### src/rtl/vram_arbiter.sv
// rtl/vram_arbiter.sv - single-port screen RAM arbiter: video fetch with absolute priority, CPU access FSM
//
// Purpose:
//   Shares one single-port synchronous RAM (1-cycle read latency) between the
//   video fetcher and a CPU port. A video fetch is issued whenever the video
//   address moves (or after reset); the CPU gets the RAM only in cycles with
//   no video fetch due. CPU accesses take IDLE -> ISSUED -> ACK, three cycles
//   minimum. Screen bytes at or beyond SCREEN_BYTES read as 0xFF and are not
//   written.
//
// Ports:
//   clk_pix       pixel clock, all state updates on its rising edge
//   reset         asynchronous active-high reset
//   vram_address  video fetch address
//   vram_data     video read data (RAM data in the cycle after a fetch, hold register otherwise)
//   cpu_req       CPU request, held high until cpu_ack
//   cpu_we        CPU write enable (1 = write), sampled with cpu_req
//   cpu_addr      CPU screen offset
//   cpu_wdata     CPU write data
//   cpu_rdata     registered CPU read data, valid while cpu_ack=1
//   cpu_ack       one-cycle completion pulse
//   mem_addr      RAM address (holds its previous value when the RAM is idle)
//   mem_we        RAM write enable
//   mem_wdata     RAM write data
//   mem_rdata     RAM read data, one cycle after the address

module vram_arbiter #(
  parameter int SCREEN_BYTES = 6912
) (
  input  logic        clk_pix,
  input  logic        reset,
  input  logic [12:0] vram_address,
  output logic [7:0]  vram_data,
  input  logic        cpu_req,
  input  logic        cpu_we,
  input  logic [12:0] cpu_addr,
  input  logic [7:0]  cpu_wdata,
  output logic [7:0]  cpu_rdata,
  output logic        cpu_ack,
  output logic [12:0] mem_addr,
  output logic        mem_we,
  output logic [7:0]  mem_wdata,
  input  logic [7:0]  mem_rdata
);

  // One bit wider than the address so a full 8 KiB screen still compares correctly.
  localparam logic [13:0] LIMIT = 14'(SCREEN_BYTES);

  typedef enum logic [1:0] {
    S_IDLE   = 2'd0,
    S_ISSUED = 2'd1,
    S_ACK    = 2'd2
  } state_t;

  state_t      r_state;
  state_t      w_state_next;

  // Video side
  logic [12:0] r_va_q;          // last fetched video address
  logic        r_force_fetch;   // fetch even if the address did not move (after reset)
  logic [7:0]  r_vhold;         // video data shown between fetches
  logic        r_vid_oor;       // last video fetch was beyond the screen

  // Which consumer owns mem_rdata in the current cycle
  logic        r_issue_act;     // the RAM was issued an access last cycle
  logic        r_issue_vid;     // ...and that access was a video fetch

  // CPU side
  logic        r_cpu_we_q;
  logic        r_cpu_oor;
  logic [7:0]  r_cpu_rdata;

  // RAM port hold registers
  logic [12:0] r_mem_addr_q;
  logic [7:0]  r_mem_wdata_q;

  logic        w_video_due;
  logic        w_cpu_issue;
  logic        w_cpu_in_range;
  logic        w_vid_in_range;
  logic        w_cpu_mem_we;
  logic        w_snoop;
  logic        w_vid_data_phase;
  logic        w_cpu_capture;
  logic [7:0]  w_vid_rdata;

  assign w_vid_in_range   = ({1'b0, vram_address} < LIMIT);
  assign w_cpu_in_range   = ({1'b0, cpu_addr} < LIMIT);
  assign w_video_due      = r_force_fetch || (vram_address != r_va_q);

  // The CPU may only start from IDLE, and only when video does not want the RAM.
  assign w_cpu_issue      = (r_state == S_IDLE) && cpu_req && !w_video_due;
  assign w_cpu_mem_we     = cpu_we && w_cpu_in_range;

  // A CPU write to the byte video is currently showing must be reflected
  // without another fetch; no fetch is due in a CPU issue cycle, so r_va_q
  // equals the displayed address.
  assign w_snoop          = w_cpu_issue && w_cpu_mem_we && (cpu_addr == r_va_q);

  assign w_vid_data_phase = r_issue_act && r_issue_vid;
  assign w_vid_rdata      = r_vid_oor ? 8'hFF : mem_rdata;

  // Read capture only takes RAM data that belongs to the CPU's own issue.
  assign w_cpu_capture    = (r_state == S_ISSUED) && r_issue_act && !r_issue_vid && !r_cpu_we_q;

  assign vram_data = w_vid_data_phase ? w_vid_rdata : r_vhold;
  assign cpu_rdata = r_cpu_rdata;

  // RAM port mux: video first, then a CPU issue, otherwise hold the last
  // address/data with the write strobe low. Reset forces the port to zero
  // immediately rather than waiting for the held registers.
  always_comb begin
    mem_addr  = r_mem_addr_q;
    mem_we    = 1'b0;
    mem_wdata = r_mem_wdata_q;
    if (reset) begin
      mem_addr  = 13'd0;
      mem_wdata = 8'd0;
    end else if (w_video_due) begin
      mem_addr  = vram_address;
    end else if (w_cpu_issue) begin
      mem_addr  = cpu_addr;
      mem_we    = w_cpu_mem_we;
      mem_wdata = cpu_wdata;
    end
  end

  // CPU FSM: state register
  always_ff @(posedge clk_pix or posedge reset) begin
    if (reset) begin
      r_state <= S_IDLE;
    end else begin
      r_state <= w_state_next;
    end
  end

  // CPU FSM: next state and ack
  always_comb begin
    w_state_next = r_state;
    cpu_ack      = 1'b0;
    case (r_state)
      S_IDLE: begin
        if (w_cpu_issue) begin
          w_state_next = S_ISSUED;
        end
      end
      S_ISSUED: begin
        w_state_next = S_ACK;
      end
      S_ACK: begin
        cpu_ack      = 1'b1;
        w_state_next = S_IDLE;
      end
      default: begin
        w_state_next = S_IDLE;
      end
    endcase
  end

  // Datapath registers
  always_ff @(posedge clk_pix or posedge reset) begin
    if (reset) begin
      r_va_q        <= 13'd0;
      r_force_fetch <= 1'b1;
      r_vhold       <= 8'd0;
      r_vid_oor     <= 1'b0;
      r_issue_act   <= 1'b0;
      r_issue_vid   <= 1'b0;
      r_cpu_we_q    <= 1'b0;
      r_cpu_oor     <= 1'b0;
      r_cpu_rdata   <= 8'd0;
      r_mem_addr_q  <= 13'd0;
      r_mem_wdata_q <= 8'd0;
    end else begin
      r_mem_addr_q  <= mem_addr;
      r_mem_wdata_q <= mem_wdata;

      r_issue_act   <= w_video_due || w_cpu_issue;
      r_issue_vid   <= w_video_due;

      if (w_video_due) begin
        r_va_q        <= vram_address;
        r_force_fetch <= 1'b0;
        r_vid_oor     <= !w_vid_in_range;
      end

      // The snoop wins over a fetch landing in the same cycle: the fetch
      // returned the byte as it was before this write.
      if (w_snoop) begin
        r_vhold <= cpu_wdata;
      end else if (w_vid_data_phase) begin
        r_vhold <= w_vid_rdata;
      end

      if (w_cpu_issue) begin
        r_cpu_we_q <= cpu_we;
        r_cpu_oor  <= !w_cpu_in_range;
      end

      if (w_cpu_capture) begin
        r_cpu_rdata <= r_cpu_oor ? 8'hFF : mem_rdata;
      end
    end
  end

endmodule

### config.mk
export PLATFORM = sky130hd
export DESIGN_NAME = vram_arbiter
export DESIGN_NICKNAME = d
export VERILOG_FILES = /design/src/rtl/vram_arbiter.sv
export SDC_FILE = /design/constraint.sdc
export NUM_CORES = 1
export LEC_CHECK = 0
export BUFFER_PORTS_ARGS = -buffer_cell sky130_fd_sc_hd__buf_2
export CAP_MARGIN = 0
export CORE_MARGIN = 2
export CORE_UTILIZATION = 50
export DETAILED_ROUTE_END_ITERATION = 16
export PLACE_DENSITY_LB_ADDON = 0.2
export REMOVE_ABC_BUFFERS = 1
export SLEW_MARGIN = 20
export SYNTH_ARGS = -nofsm -noshare
export SYNTH_HDL_FRONTEND = slang
export SYNTH_SLANG_ARGS = --single-unit
export TNS_END_PERCENT = 20
### constraint.sdc
create_clock -name clk_pix -period 6.3 [get_ports clk_pix]
set_clock_uncertainty 0.1 [all_clocks]
set_input_delay 0.945 -clock clk_pix [delete_from_list [all_inputs] [get_ports clk_pix]]
set_output_delay 0.945 -clock clk_pix [all_outputs]
set_load 0.1 [all_outputs]
# Yosys cells after proc, flatten, opt, wreduce, memory -nomap -nowiden
# Cells that the tools add are included.
dict set report totals {
  input_bits 46
  reg_bits 58
  word_cells 52
}
dict set report classes {
  n_reduce_logical 17
  n_eq_ne 5
  n_mux 16
  magnitude_cmp 2
}
# op n
set ops {}
lappend ops {{8-bit 2-to-1 mux} 7}
lappend ops {{13-bit 2-to-1 mux} 3}
lappend ops {{13-bit less-than comparator, second input constant} 2}
lappend ops {{13-bit == test} 1}
lappend ops {{13-bit inequality test} 1}
lappend ops {{1-bit logical AND} 9}
lappend ops {{1-bit logical NOT} 5}
lappend ops {{1-bit 2-to-1 mux} 4}
lappend ops {{2-bit one-hot mux with 2 select lines} 1}
lappend ops {{2-bit by 1-bit == test with 1-bit output, second input constant} 1}
lappend ops {{2-bit == test, second input constant} 1}
lappend ops {{2-bit logical NOT} 1}
lappend ops {{1-bit logical OR} 2}
lappend ops {{2-bit 2-to-1 mux} 1}
lappend ops {{2-bit inequality test, second input constant} 1}

# Longest topological paths before layout
dict set report logic_depth {
  ltp_word 7
  mapped_depth 8
  ltp_nobuf 6
}

# Least setup slack after synthesis
# OpenSTA, ideal clock, no wires.
dict set report synth_path {
  kind {input to output}
  start {input port vram_address[8]}
  end {output port mem_addr[10]}
  t_arrival_ps 4205
  stages 7
  path_buffers 2
  t_required_ps 5255
  path_slack_ps 1050
  cell_sequence {xor2_1 > nor4_1 > and4_1 > buf_4 > buf_4 > nor2_1 > a311oi_1}
}
dict set report synth_via {
  elab_chain_len 7
}
# item line
set synth_rtl {}
lappend synth_rtl {{start: declaration} 32} ;# input logic [12:0] vram_address,
lappend synth_rtl {{13-bit inequality test *} 89} ;# assign w_video_due = r_force_fetch || (vram_address != r_va_q);
lappend synth_rtl {{1-bit logical OR *} 89}
lappend synth_rtl {{1-bit logical NOT} 92} ;# assign w_cpu_issue = (r_state == S_IDLE) && cpu_req && !w_video_due;
lappend synth_rtl {{1-bit logical AND} 92}
lappend synth_rtl {{13-bit 2-to-1 mux} 121} ;# end else if (w_cpu_issue) begin
lappend synth_rtl {{13-bit 2-to-1 mux *} 119} ;# end else if (w_video_due) begin
lappend synth_rtl {{13-bit 2-to-1 mux *} 116} ;# if (reset) begin
lappend synth_rtl {{end: declaration} 40} ;# output logic [12:0] mem_addr,
# Mark *: on every way between the ends. The rest lies on a longest branch, timed or not.

# Final worst setup path
dict set report layout_path {
  start {input port vram_address[2]}
  end {output port mem_addr[12]}
}
# Same word-level chain as after synthesis.

==> flow_summary.yaml <==
final_layout:
  final_common_cell: "buf_2"
  final_cell_mix: "84 x buf_2, 57 x dfrtp_1, 42 x nor2_1, 42 x nand2_1"
  n_antenna_cell: 0
  drive_gt1_frac: 0.325
  nets: 396
  fin_util: 0.639
  area_growth_pct: 22.2
cts:
  cts_buffers: 9
  cts_buffer_depth: 2
  clock_sinks: 58
  cts_tree: "done"
  htreeDepth: 3
  clk_latency_ps: 330
  cts_setup_buffers: 0
  cts_hold_buf: 0
  clkTransAtPathRegs_ps: 60
  cts_root_buffer: "clkbuf_8"
  ctsResizeCount: 0
setup_path:
  slowest_stage: "buf_2"
  r2r_end: "r_vhold[6]"
  cp-start-kind: "primary input"
  crit_chain: "buf_2 > xor2_1 > nor4_1 > and4_1 > buf_4 > nor2_1 > a311oi_1 > buf_2"
  ff2ff_path_depth: 6
  setup.worst_path.class: "primary input to primary output"
  cp_max_fo: 35
  critPathMostFrequentCell: "buf_2"
  end_kind: "primary output"
  r2r-start: "r_va_q[2]"
  crit_path_max_incr_delay_ps: 490
  crit_arrival_ps: 3160
  crit_family: "buffers and inverters"
  r2r_slack_ps: 3880
  critPathBufInv: 3
  crit_required_ps: 5250
global_route:
  antenna_found_initial: 0
  grt_max_degree: 59
  grt_first_pass_wirelength_um: 9560
  grt_util_all_layers: 0.205
  grt_pass1_vias: 2064
  overflow: 0
pwr:
  swShare: 0.281
  p_int_mw: 0.633
  p_clk_frac: 0.398
  power.net_switching_mw: 0.247
  pwr-share-seq: 0.445
  p_per_area_nw_per_um2: 266
  power_frac_comb: 0.156
  p_leak_nw: 1.56
  vdd_drop_max_uv: 201
sta:
  worstMarginPinSlew_ps: 726
  slew_violations: 0
  finalSetupTns_ps: 0
  rsz0062_at_grt: "no"
  worst_hold_slack_ps: 410
  finalCritPeriodShare: 0.667
  timing.final.crit_period_ps: 4200
  slew_headroom: 0.515
  hold_viol_final: 0
  fmax_mhz: 238
  setup_viol: 0
floorplan:
  start_util: 0.522
  core_area_um2: 5170
  rows: 26
  ios: 85
  die_y_um: 77.5
  dieArea_um2: 6010
  die_w_um: 77.5
route:
  wl_per_cell_um: 14.0
  remaining_drc_errors: 0
  vias: 2154
  via_per_inst: 5.08
  dr.pass1.iters: 4
  drt_iter0_markers: 114
  routed_wl_um: 5930
  detail-route-antenna-nets: 0
synthesis:
  yosysSeqAreaShare: 0.538
  synth_cell_type_count: 28
  synth_flop_cell: "dfrtp_1"
  synth_edf_count: 0
  syn_area_um2: 2700
  synth_seq_cells: 58
  syn-mean-instance-area_um2: 9.62
  synthArstFlopShare: 1.00
  postSynthCellCount: 281
  yosysWarningCount: 0
min_path:
  worstHoldStart: "r_state[1]"
  hold_depth: 1
  min_to: "r_state[1]"
  hold_class: "register to register"
placed_design:
  portBuffers: 84
  place_hpwl_um: 4180
  gp_congestion: 0.755
status:
  outcome: "finished clean"
run:
  cap_violations: 0
==> Yosys cell counts (2+ instances only) <==
| cell type | instances | area share |
|---|---|---|
| a21oi_1 | 18 | 0.033 |
| and3_1 | 2 | 0.0046 |
| dfrtp_1 | 57 | 0.53 |
| buf_4 | 2 | 0.0056 |
| nor2_1 | 42 | 0.058 |
| inv_1 | 3 | 0.0042 |
| xnor2_1 | 8 | 0.026 |
| buf_2 | 2 | 0.0037 |
| mux2_2 | 9 | 0.038 |
| a311oi_1 | 13 | 0.042 |
| nand2_1 | 42 | 0.058 |
| o21ai_0 | 16 | 0.030 |
| nand4_1 | 2 | 0.0046 |
| nand3_1 | 8 | 0.015 |
| xor2_1 | 18 | 0.058 |
| nor4_1 | 4 | 0.0093 |
| nor2b_1 | 2 | 0.0046 |
| buf_6 | 2 | 0.0083 |
| clkbuf_1 | 22 | 0.031 |
==> layout make-up <==
cell class                      instances  area (um2)
Clock buffer                           13         169
Clock inverter                          2        35.0
Fill cell                             463        1870
Inverter                                3        11.3
Multi-Input combinational cell        191        1100
Sequential cell                        58        1450
Tap cell                               70        87.6
Timing Repair Buffer                   87         443
==> metal layers <==
metal,wire length (um),global-route usage,share of wire,vias up
met5,0,0,0,-
met4,90,0.0964,0.015,0
met3,336,0.0477,0.057,8
met2,2850,0.350,0.48,70
met1,2650,0.245,0.45,1007
li1,-,-,-,1069
==> registers in the layout, summed over array words and instances, names as in the netlist <==
register / cells
r_cpu_we_q: 1
r_issue_vid: 1
cpu_rdata: 8
r_vhold: 8
r_state: 2
r_va_q: 13
r_issue_act: 1
r_cpu_oor: 1
r_force_fetch: 1
r_mem_addr_q: 13
r_mem_wdata_q: 8
r_vid_oor: 1
==> worst max path at each step <==
stage | from | to | slack, ps | cells past startpoint
6_report | vram_address[2] | mem_addr[12] | 2100 | 8
3_5_place_dp | vram_address[3] | mem_addr[0] | 2100 | 8
4_1_cts | vram_address[3] | mem_addr[0] | 2090 | 8
5_1_grt | vram_address[8] | mem_addr[6] | 1880 | 8
2_1_floorplan | vram_address[2] | mem_addr[0] | 570 | 5
3_3_place_gp | vram_address[2] | mem_addr[4] | 2120 | 8
==> through the flow <==
stage,cells,setup WS [ps],instance area (um2),total power [mW]
3_3_place_gp,409,2120,3100,0.536
5_1_grt,424,1880,3300,0.914
3_5_place_dp,409,2100,3100,0.537
4_1_cts,424,2090,3300,0.890
6_report,424,2100,3300,0.880
2_1_floorplan,252,573,2570,0.496
==> power by group through the flow <==
stage | combinational [mW] | clock [mW] | sequential, mW
6_report | 0.137 | 0.351 | 0.392
5_1_grt | 0.148 | 0.373 | 0.393
3_5_place_dp | 0.138 | 0 | 0.399
3_3_place_gp | 0.137 | 0 | 0.398
4_1_cts | 0.139 | 0.359 | 0.392
2_1_floorplan | 0.0983 | 0 | 0.398
==> worst reg2reg max path, delay by kind of cell, from the launching register on <==
family	cells	cell delay (ps)
simple gates	3	900
mux	1	360
flops	1	400
buf+inv	1	390
xor+xnor	1	160
==> kinds of logic after synthesis <==
group / count (synthesis) / synth area share
simple gates: 106 / 0.172
flops: 58 / 0.538
compound gates: 48 / 0.108
buf+inv: 32 / 0.0537
xor+xnor: 26 / 0.0843
mux: 10 / 0.0431
other cells: 1 / 0.00139
(Power assumes the default switching activity.)
